$ cat src/rtl/fft_unloader.sv
// Serialises one bit-reversed parallel FFT frame into natural-order complex samples.
// Optional macro FFT_UNLOADER_MAG_EN adds an |Re|+|Im| magnitude output (mag_o).
module fft_unloader #(
  parameter int POINT_FFT_POW2 = 4,
  parameter int FRAC_BITS      = 15,
  localparam int POINT_FFT     = 1 << POINT_FFT_POW2
) (
  input  logic                                        clk_i,
  input  logic                                        rst_i,
  input  logic                                        frame_valid_i,
  output logic                                        frame_ready_o,
  input  logic signed [POINT_FFT-1:0][1:0][FRAC_BITS:0] frame_i,
  output logic                                        sample_valid_o,
  input  logic                                        sample_ready_i,
  output logic signed [1:0][FRAC_BITS:0]              sample_o,
  output logic [POINT_FFT_POW2-1:0]                   sample_idx_o,
  output logic                                        sample_last_o
`ifdef FFT_UNLOADER_MAG_EN
  ,
  output logic [FRAC_BITS+1:0]                        mag_o
`endif
);

  localparam logic [0:0] IDLE   = 1'b0;
  localparam logic [0:0] STREAM = 1'b1;
  localparam logic [POINT_FFT_POW2-1:0] LAST_IDX = POINT_FFT_POW2'(POINT_FFT - 1);

  logic [0:0]                            state_reg;
  logic [POINT_FFT_POW2-1:0]             idx_reg;
  logic [POINT_FFT-1:0][1:0][FRAC_BITS:0] buf_reg;
  logic [POINT_FFT_POW2-1:0]             rev_idx;
  logic                                  capture;
  logic                                  sample_hs;

  // Buffer slot holding natural bin idx is the bit-reversed idx.
  generate
    for (genvar gi = 0; gi < POINT_FFT_POW2; gi++) begin : g_rev
      assign rev_idx[gi] = idx_reg[POINT_FFT_POW2-1-gi];
    end
  endgenerate

  assign sample_valid_o = (state_reg == STREAM);
  assign sample_idx_o   = idx_reg;
  assign sample_last_o  = sample_valid_o && (idx_reg == LAST_IDX);
  assign sample_o       = sample_valid_o ? buf_reg[rev_idx] : '0;
  // Ready in STREAM is combinational so the next frame lands with no bubble.
  assign frame_ready_o  = (state_reg == IDLE) || (sample_last_o && sample_ready_i);
  assign capture        = frame_valid_i && frame_ready_o;
  assign sample_hs      = sample_valid_o && sample_ready_i;

  always_ff @(posedge clk_i or posedge rst_i) begin
    if (rst_i) begin
      state_reg <= IDLE;
      idx_reg   <= '0;
      buf_reg   <= '0;
    end else if (capture) begin
      buf_reg   <= frame_i;
      idx_reg   <= '0;
      state_reg <= STREAM;
    end else if (sample_hs) begin
      if (idx_reg == LAST_IDX) begin
        state_reg <= IDLE;
        idx_reg   <= '0;
      end else begin
        idx_reg <= idx_reg + 1'b1;
      end
    end
  end

`ifdef FFT_UNLOADER_MAG_EN
  logic [FRAC_BITS:0] re_abs;
  logic [FRAC_BITS:0] im_abs;

  // The most negative value negates to itself, which read unsigned is its exact magnitude.
  assign re_abs = sample_o[0][FRAC_BITS] ? (~sample_o[0] + 1'b1) : sample_o[0];
  assign im_abs = sample_o[1][FRAC_BITS] ? (~sample_o[1] + 1'b1) : sample_o[1];
  assign mag_o  = {1'b0, re_abs} + {1'b0, im_abs};
`endif

endmodule

$ cat config.mk
export PLATFORM = sky130hd
export DESIGN_NAME = fft_unloader
export DESIGN_NICKNAME = d
export VERILOG_FILES = /design/src/rtl/fft_unloader.sv
export SDC_FILE = /design/constraint.sdc
export NUM_CORES = 1
export LEC_CHECK = 0
export BUFFER_PORTS_ARGS = -buffer_cell sky130_fd_sc_hd__buf_2
export CORE_MARGIN = 2
export CORE_UTILIZATION = 35
export CTS_CLUSTER_SIZE = 16
export DETAILED_ROUTE_END_ITERATION = 8
export GPL_TIMING_DRIVEN = 0
export MAX_ROUTING_LAYER = met4
export PLACE_DENSITY_LB_ADDON = 0.08
export SLEW_MARGIN = 30
export SYNTH_ARGS = -nofsm -noshare
export SYNTH_HDL_FRONTEND = slang
export SYNTH_SLANG_ARGS = --single-unit
$ cat constraint.sdc
create_clock -name clk_i -period 17 [get_ports clk_i]
set_clock_uncertainty 0.2 [all_clocks]
set_input_delay 3.4 -clock clk_i [delete_from_list [all_inputs] [get_ports clk_i]]
set_output_delay 3.4 -clock clk_i [all_outputs]
set_load 0.01 [all_outputs]
* After elaboration in Yosys (flattened, before gate mapping)
Index checks and enable logic that the tools add are counted.
** Operators by class
- Eq/ne operators :: 1
- Magnitude comparators :: 1
- Bitwise operators :: 1
- Mux-type cells :: 9
- Reduce and logical (&&, ||, !) cells :: 8
- $add $sub $neg :: 1
** Operator list (count)
- $bmux 32 s4 :: 1
- $mux 32 :: 2
- $mux 4 :: 3
- $lt 4x5->1 const B :: 1
- $add 4x1->4 const B :: 1
- $eq 4x4->1 const B :: 1
- $logic_and 1x1->1 :: 4
- $reduce_bool 2->1 :: 2
- $mux 1 :: 3
- $reduce_and 2->1 :: 1
- $logic_or 1x1->1 :: 1
- $not 1->1 :: 1
** Word-level totals
- Register bits after elaboration :: 517
- Output and inout bits :: 39
- Logic and storage cells :: 55
- Input port bits :: 516

* Depth between registers and ports, before layout
- Word-level depth :: 7
- Depth in mapped cells :: 7
- Mapped depth without buffers :: 5

* Worst setup path after synthesis
Ideal clock, no wire load.
- Path type :: input to output
- Start :: input port sample_ready_i
- End :: output port frame_ready_o
- Setup slack :: 9.735 ns
- Arrival time :: 3.665 ns
- Data required time :: 13.400 ns
- Stages :: 2
- Path buffers :: 0
- Path through :: nand4_1 nand2_1
** Between the ends
- Word-level cells in the longest chain between the ends :: 2
** RTL lines
- from (decl) :: RTL line 14 : input logic sample_ready_i,
- $logic_and 1x1->1 :: RTL line 47 : assign frame_ready_o = (state_reg == IDLE) || (sample_last_o && sample_ready_i);
- $logic_or 1x1->1 :: RTL line 47
- to (decl) :: RTL line 11 : output logic frame_ready_o,
Every way passes these cells.

* Worst setup path in the final report
Same ends and word-level chain as after synthesis.

==> key figures <==
CTS
  – # hold bufs at CTS: 0
  – CTS Buf Count: 59
  – CTS sink cnt: approximately 520
  – Clock Latency Late Sink: ~0.63 ns
  – Htree depth: 2
  – Post-CTS sizing: 0
  – Worst-path clk slew: 0.05 ns
  – CTS Buffer Depth: 3
  – CTS tree: built
  – Post-CTS setup buffer count: 0
  – Root Driver: clkbuf_16

Floorplan
  – Core ar.: 66100 um2
  – Die span in y: 262.9 um
  – Starting Density: 35.49%
  – Die X: 262.9 um
  – Die area: 69120 um2
  – Boundary pin count: 555
  – Row Count: 94

Global routing
  – GRT Total Usage: ~27%
  – Vias in the first global route: 18.13k
  – Largest net degree at the start of global routing: 30
  – First-pass GRT wire length: 130500 um
  – Met3 GRT Util: 7.412%
  – Initial antenna violation count: 57
  – Met1 usage: 33.19%
  – Gr ovfl total: 0
  – Busiest grt layer: met2
  – Met2 GRT Util: approximately 45%

Logic synthesis
  – Library cells used by synthesis: 26
  – Synth Instances: roughly 1.6k
  – Post-Syn Nets: 2144
  – Synth top area share: a little under three fifths
  – Syn avg cell area: 14.42 um2
  – Largest cells by area after synthesis: dfrtp_1 (55%), mux2_2 (23%), mux2i_1 (9.6%), a22oi_1 (3.1%), mux2_1 (2.1%)
  – Yosys warning total: 0
  – Seq/Total Area, Yosys: 55.14%
  – Yosys reg bits: 517
  – Post-synth top area cell: dfrtp_1
  – Synth Cell Area: about 23000 um2

Finish
  – Share of layout cells above drive strength 1: 54.16%
  – Nets: 2780
  – Most frequent cells in the layout: buf_2 (592), dfrtp_1 (517), mux2_2 (469)
  – Filler Cells Inserted: just over 6k
  – Area of the multi-input gates: between 9000 and 10000 um2
  – Total area of sequential cells: between 10000 and 15000 um2
  – Area Overhead vs Synth: 27.35%
  – Most common cell after layout, fill and taps aside: buf_2
  – Max reg flops: about 510

Timing
  – Worst-Margin Slew: 1.027 ns
  – Rel. slew slack: 31.53%
  – RSZ-0062 raised after global routing: no
  – # setup viols final: 0
  – Setup_tns: 0 ns
  – Hold Vio Cnt, Final: 0
  – Achievable frequency: approximately 130 MHz
  – Final Max Slew Viols: 0
  – Min Tclk post-route: 7.585 ns
  – Final WS setup: 9.415 ns
  – Final period util: 44.62%

Pwr
  – Sw Ratio: a little over a third
  – Int Pwr: 3.615 mW
  – PwrDens: about 190 nW/um2
  – Clk pwr share: 22.7%
  – Sequential Power Share: 37.6%
  – Leak pwr: between 10 and 15 nW
  – Sw Pwr: slightly above 2 mW
  – Combinational share of power: 39.7%
  – Worst vdd rail ir drop: around 0.087 mV

Drt
  – Initial drt markers: 951
  – DRC: 0
  – Vias: 16.58k
  – Routed Wire Length: 92850 um
  – Per-cell routed wire length: between 20 and 30 um
  – Initial DRT Pass Iterations: 5
  – DR vias/cell: 5.140
  – Post-route antenna net violation count: 0

Setup path
  – CP Launch Type: input pin
  – Crit. End Element: output pin
  – Worst EP required: 13.40 ns
  – CP Class: input pin to output pin
  – Crit path max fanout: 5
  – CP Data Arrival Time: ~4 ns

Run
  – Maximum Capacitance Violations: 0

Place
  – Dpl hpwl: ~70000 um
  – DP Worst Slack: 9.414 ns
  – I/O Buffers: 554
  – RePlAce Congestion: 0.8197

Run status
  – Status: finished, final reports clean

Worst hold path
  – Worst hold path class: flop to flop
==> critical path, stage by stage <==
cell	delay [ns]
buf_2	0.14
nand4_1	0.15
nand2_1	0.13
buf_2	0.17
==> cell usage after synthesis <==
cell type and n:
a221oi_1 16, clkbuf_1 25, mux2_2 469, buf_2 36, a21oi_2 1, nor2_1 2
o22ai_1 17, o31ai_1 1, nand2b_1 1, mux4_2 16, dfrtp_1 517, inv_1 3
nand4_1 2, and2_1 2, mux2_1 43, mux2i_1 224, nand2_1 56, a22oi_1 96
nor2b_1 3, a21oi_1 2, o21ai_0 36, buf_1 5, buf_4 51, and3_1 1
o221ai_1 1, ha_1 1
==> routing by layer <==
layer | routed length, um | share of wire [%]
met5 | 0 | 0
met4 | 2591 | 2.8
met3 | 6298 | 6.8
met2 | 45380 | 49
met1 | 38580 | 42
==> cells by family (layout without fill, tap and decap cells) <==
family | count (synthesis) | count (layout) | share of synthesized area [%]
multiplexers | 752 | 752 | 35.67
flip-flops | 517 | 517 | 55.14
AO/OA/AOI/OAI | 170 | 170 | 5.040
buffers and inverters | 120 | 803 | 2.928
AND/OR/NAND/NOR | 67 | 67 | 1.168
adder cells (fa/ha/maj) | 1 | 1 | 0.05332
other | 0 | 52 | 0
==> power groups by stage <==
stage | Clock, mW | Sequential, mW | Combinational, mW
after CTS | 1.32 | 2.14 | 2.27
after detailed placement | 0 | 2.16 | 2.27
after floorplan | 0 | 2.07 | 1.41
after global placement | 0 | 2.14 | 2.22
after global routing | 1.38 | 2.22 | 2.41
final | 1.29 | 2.14 | 2.26
==> area by class of cell <==
cell class                      count  area share (%)
Antenna cell                       52          0.4355
Sequential cell                   517           43.30
Tap cell                          864           3.618
Multi-Input combinational cell    990           32.93
Clock inverter                     23          0.7580
Timing Repair Buffer              575           10.84
Inverter                            3         0.05025
Clock buffer                       85           5.779
Buffer                            117           2.287
==> metrics by stage <==
stage          total power, mW  instance area [um2]  std cells  hold WS [ns]  util (%)
3_3_place_gp             4.360                27320       3045        0.2658     41.33
4_1_cts                  5.733                29740       3174        0.2883     45.00
3_5_place_dp             4.427                27790       3066        0.2748     42.05
2_1_floorplan            3.479                23470       1627        0.2532         -
5_1_grt                  6.000                29870       3223        0.3062     45.19
6_report                 5.690                29880       3226        0.2847     45.20
==> final timing paths <==
path	slack [ns]	from	cells past startpoint	endpoint
min in group asynchronous	2.61	rst_i	2	buf_reg[388]
hold / removal	0.28	buf_reg[342]	1	buf_reg[342]
setup / recovery	9.42	sample_ready_i	4	frame_ready_o
setup reg to reg	14.17	sample_idx_o[0]	6	buf_reg[7]
max in group asynchronous	12.43	rst_i	8	buf_reg[25]
hold reg to reg	0.28	buf_reg[342]	1	buf_reg[342]
Power figures use the tool's default switching activity.
